**config.mk**
```make
export PLATFORM = sky130hd
export DESIGN_NAME = spi_shift_engine
export DESIGN_NICKNAME = d
export VERILOG_FILES = /design/src/rtl/spi_shift_engine.sv
export SDC_FILE = /design/constraint.sdc
export NUM_CORES = 1
export LEC_CHECK = 0
export ABC_AREA = 1
export BUFFER_PORTS_ARGS = -buffer_cell sky130_fd_sc_hd__buf_2
export CORE_ASPECT_RATIO = 1.5
export CORE_MARGIN = 4
export CORE_UTILIZATION = 48
export CTS_CLUSTER_SIZE = 20
export DETAILED_ROUTE_END_ITERATION = 6
export PLACE_DENSITY = 0.81
export SYNTH_ARGS = -nofsm -noshare
export SYNTH_HDL_FRONTEND = slang
export SYNTH_SLANG_ARGS = --single-unit
```
**constraint.sdc**
```tcl
create_clock -name MHZ48 -period 1.69 [get_ports MHZ48]
set_input_delay 0.338 -clock MHZ48 [delete_from_list [all_inputs] [get_ports MHZ48]]
set_output_delay 0.338 -clock MHZ48 [all_outputs]
set_load 0.01 [all_outputs]
```
**src/rtl/spi_shift_engine.sv**
```systemverilog
// rtl/spi_shift_engine.sv - mode-0 SPI master byte shifter, MSB first, programmable SCLK half-period
module spi_shift_engine #(
    parameter int   DIV_W   = 8,
    parameter logic IDLE_MO = 1'b1
) (
    input  logic             MHZ48,
    input  logic             RES,
    input  logic             WR_STB,
    input  logic             RD_STB,
    input  logic [7:0]       DIN,
    input  logic [DIV_W-1:0] DIV,
    input  logic             AUTO,
    input  logic             MISO,
    output logic [7:0]       DOUT,
    output logic             BUSY,
    output logic             DONE,
    output logic             OVR,
    output logic             SCLK,
    output logic             MOSI
);

    typedef enum logic [1:0] {
        sIdle = 2'd0,
        sLow  = 2'd1,
        sHigh = 2'd2
    } stateType;

    stateType         state;
    stateType         stateNext;
    logic [DIV_W-1:0] halfCnt;
    logic [DIV_W-1:0] divLatched;
    logic [2:0]       bitCnt;
    logic [6:0]       txRest;
    logic [7:0]       rxShift;

    logic startReq;
    logic halfEnd;
    logic doStart;
    logic doRise;
    logic doFall;
    logic doFinish;

    assign startReq = WR_STB | (AUTO & RD_STB);
    assign halfEnd  = (halfCnt == divLatched);

    always_ff @(posedge MHZ48) begin
        if (RES) begin
            state <= sIdle;
        end else begin
            state <= stateNext;
        end
    end

    always_comb begin
        stateNext = state;
        doStart   = 1'b0;
        doRise    = 1'b0;
        doFall    = 1'b0;
        doFinish  = 1'b0;
        case (state)
            sIdle: begin
                if (startReq) begin
                    stateNext = sLow;
                    doStart   = 1'b1;
                end
            end
            sLow: begin
                if (halfEnd) begin
                    stateNext = sHigh;
                    doRise    = 1'b1;
                end
            end
            sHigh: begin
                if (halfEnd) begin
                    if (bitCnt == 3'd7) begin
                        stateNext = sIdle;
                        doFinish  = 1'b1;
                    end else begin
                        stateNext = sLow;
                        doFall    = 1'b1;
                    end
                end
            end
            default: stateNext = sIdle;
        endcase
    end

    always_ff @(posedge MHZ48) begin
        if (RES) begin
            halfCnt    <= '0;
            divLatched <= '0;
            bitCnt     <= 3'd0;
            txRest     <= 7'd0;
            rxShift    <= 8'h00;
            DOUT       <= 8'h00;
            BUSY       <= 1'b0;
            DONE       <= 1'b0;
            OVR        <= 1'b0;
            SCLK       <= 1'b0;
            MOSI       <= IDLE_MO;
        end else begin
            DONE    <= 1'b0;
            halfCnt <= (state == sIdle || halfEnd) ? '0 : halfCnt + 1'b1;

            // A write beats an auto-read in the same cycle, so DIN is sent.
            if (doStart) begin
                txRest     <= WR_STB ? DIN[6:0] : 7'h7F;
                MOSI       <= WR_STB ? DIN[7] : 1'b1;
                BUSY       <= 1'b1;
                bitCnt     <= 3'd0;
                divLatched <= DIV;
            end

            if (doRise) begin
                SCLK    <= 1'b1;
                rxShift <= {rxShift[6:0], MISO};
            end

            if (doFall) begin
                SCLK   <= 1'b0;
                MOSI   <= txRest[6];
                txRest <= {txRest[5:0], 1'b0};
                bitCnt <= bitCnt + 3'd1;
            end

            if (doFinish) begin
                SCLK <= 1'b0;
                MOSI <= IDLE_MO;
                DOUT <= rxShift;
                BUSY <= 1'b0;
                DONE <= 1'b1;
            end

            // Setting the overrun flag takes priority over the read that clears it.
            if (startReq && state != sIdle) begin
                OVR <= 1'b1;
            end else if (RD_STB) begin
                OVR <= 1'b0;
            end
        end
    end

endmodule

```
==> results.md <==
* Number of global-route vias before repair at 1761
* Initial antenna violation count at 0
* Slowest stage delay, CP at 330 ps
* Rel. slew slack at 0.766
* # Post-CTS Setup Buffers at 0
* I/O pins at 35
* Post-Synthesis Cells at 285
* Hold_buf cts at 0
* Most frequent CP cell: nor2_1
* Sequential cell area at 981 um^2
* Worst-margin pin slew at 351 ps
* Status: finished, final reports clean
* RR Startpoint: bitCnt[0]
* Clock slew at reported path FFs at 90 ps
* Final setup vio count at 0
* CTS tree: done
* Layout area overhead at 17.8%
* Gr ovfl total at 0
* Die X at 62.0 um
* Fmax at 0.643 GHz
* Total Power at 0.00256 W
* Setup TNS at 0 ps
* Slew Limit Fails at 0
* CP Data Required Time at 1880 ps
* Core box area at 4250 um^2
* Detail Placement HPWL at 3290 um
* Final worst path period share at 0.921
* Slowest CP cell: dfxtp_1
* Placed Area at 2350 um^2
* Async set or reset register ratio after synthesis at 0
* Critical path class: register to register
* Synth Cell Area at 2100 um^2
* Leak at between 1 and 1.5 nW
* Syn_nets at 310
* Place WS at 175 ps
* Chip height at 89.0 um
* Worst endpoint data arrival time at 1740 ps
* CP max FO at 8
* Largest net degree at the start of global routing at 17
* DIE AREA at 5510 um^2
* Post-synth EDFFs at 0
* Clock root buffer: clkbuf_8
* Top_reg_cell synth: dfxtp_1
* Post-route design area at 2470 um^2
* Clock Path Buffers at 2
* Vias/cell at about 4.9
* Average wire per standard cell at 11.6 um
* Leading cell types in the layout, fill and taps excluded: nand2_1 (68), nor2_1 (52), dfxtp_1 (49), buf_2 (34), inv_1 (31)
* Flip-flop and latch count after synthesis at 49
* N_diodes at 0
* Ordered list of cells on the worst path: ha_1 -> ha_1 -> nor2_1 -> nand3_4 -> nand2_4 -> nor2_1 -> nor2_1 -> nor2_1
* Worst setup path start: bitCnt[0]
* CTS H-tree lvls at 2
* Inserted Clock Buffers at 5
* # resized after CTS at 0
* Row count at 29
* Multi-input logic area at approximately 1000 um^2
* R2R setup slack at 130 ps
* Gpl congestion at 0.757
* MaxCap Viol Count at 0
* RSZ-0062 raised after global routing: no
* Global-route wire length before repair at ~7300 um
* Post-DRT Antenna Nets at 0
* Final worst slack at 134 ps
* DRT iter0 DRCs at 37
* Detailed Routing Iterations Pass 1 at 4
* WL final at about 4300 um
* Setup Skew at between 10 and 15 ps
* Clock Sink Count at 49
* GRT Total Usage at 0.178
* CP startpoint kind: register
* Initial Utilization at 0.494
* Worst min-delay path startpoint: MISO
* Commonest non-fill, non-tap cell in the layout: nand2_1
* Fillers at 400
* Worst hold path class: input port to register
* Ys Warns at 0
* Vias at 1818
* Residual DRC at 0
* Worst-Skew Late Latency at slightly above 300 ps
* Clock period minus final worst setup slack at about 1600 ps
* Pwr/cell area at a little over 1000 nW/um^2
* # nets final at 352
* Distinct cells, synth at 26
* CP Capture Type: register
* Layout cells sized above 1 at 0.192
* Syn Area/Cell at 7.36 um^2
* Peak supply drop at 0.00106 V
* Sequential share of the synthesized area at 0.468
* Final Hold Viols at 0
* I/O Buffers at 34
==> layer usage <==
layer  up-vias  track usage  routed length [um]
met5         -            0                   0
met4         0       0.0637                  59
met3         6       0.0477                 175
met2        27        0.320                2370
met1       808        0.193                1740
li1        977            -                   -
==> path summary, 6_finish.rpt <==
kind / end / depth (start not counted)
worst max-delay path: txRest[2] / 8
worst min-delay path: rxShift[0] / 3
worst max register to register: txRest[2] / 8
worst min register to register: DOUT[4] / 2
==> sequential cells by signal, indices dropped and copies added, names as in the netlist <==
signal,cells
DOUT,8
rxShift,8
divLatched,8
SCLK,1
bitCnt,3
BUSY,1
DONE,1
state,2
OVR,1
txRest,7
MOSI,1
halfCnt,8
==> area by class of cell <==
| cell class | instances | area share |
|---|---|---|
| multi-input cells | 197 | 0.394 |
| clock buffers | 5 | 0.0278 |
| repair buffers | 40 | 0.0871 |
| inverters | 34 | 0.0527 |
| well taps | 46 | 0.0233 |
| clock inverters | 3 | 0.0177 |
| flip-flops and latches | 49 | 0.397 |
==> worst max-delay path: cells and delay by family (launching register included) <==
family | cells | cell delay [ps]
AND/OR/NAND/NOR | 6 | 690
flip-flops | 1 | 330
adder cells (fa/ha/maj) | 2 | 420
==> kinds of logic after synthesis <==
kind of cell / count (synthesis) / synth area share
xor+xnor: 5 / 0.0209
flops: 49 / 0.468
compound gates: 39 / 0.0949
fa+ha+maj: 3 / 0.0179
simple gates: 150 / 0.327
buf+inv: 39 / 0.0716
==> stage by stage <==
step | utilization | cells | hold WS (ps)
after floorplan | - | 285 | 407
after global placement | 0.553 | 366 | 425
after detailed placement | 0.553 | 366 | 429
after CTS | 0.580 | 374 | 266
after global routing | 0.582 | 374 | 303
final | 0.582 | 374 | 263
==> synthesized netlist by cell type (3+ instances only) <==
cell type,instances,share of area
o21ai_0,25,0.060
dfxtp_1,49,0.47
inv_1,31,0.055
ha_1,3,0.018
nand4_1,7,0.021
a21oi_1,13,0.031
nor2_4,3,0.016
nand2_1,68,0.12
clkbuf_1,4,0.0072
nor2_1,52,0.093
xnor2_1,4,0.017
nand3_1,8,0.019
==> where the power goes <==
part	internal, W	switching (W)
clock	0.000444	0.000403
sequential	0.00123	0.0000463
combinational	0.000158	0.000278
Note: power is estimated with default switching activity, not from simulation.
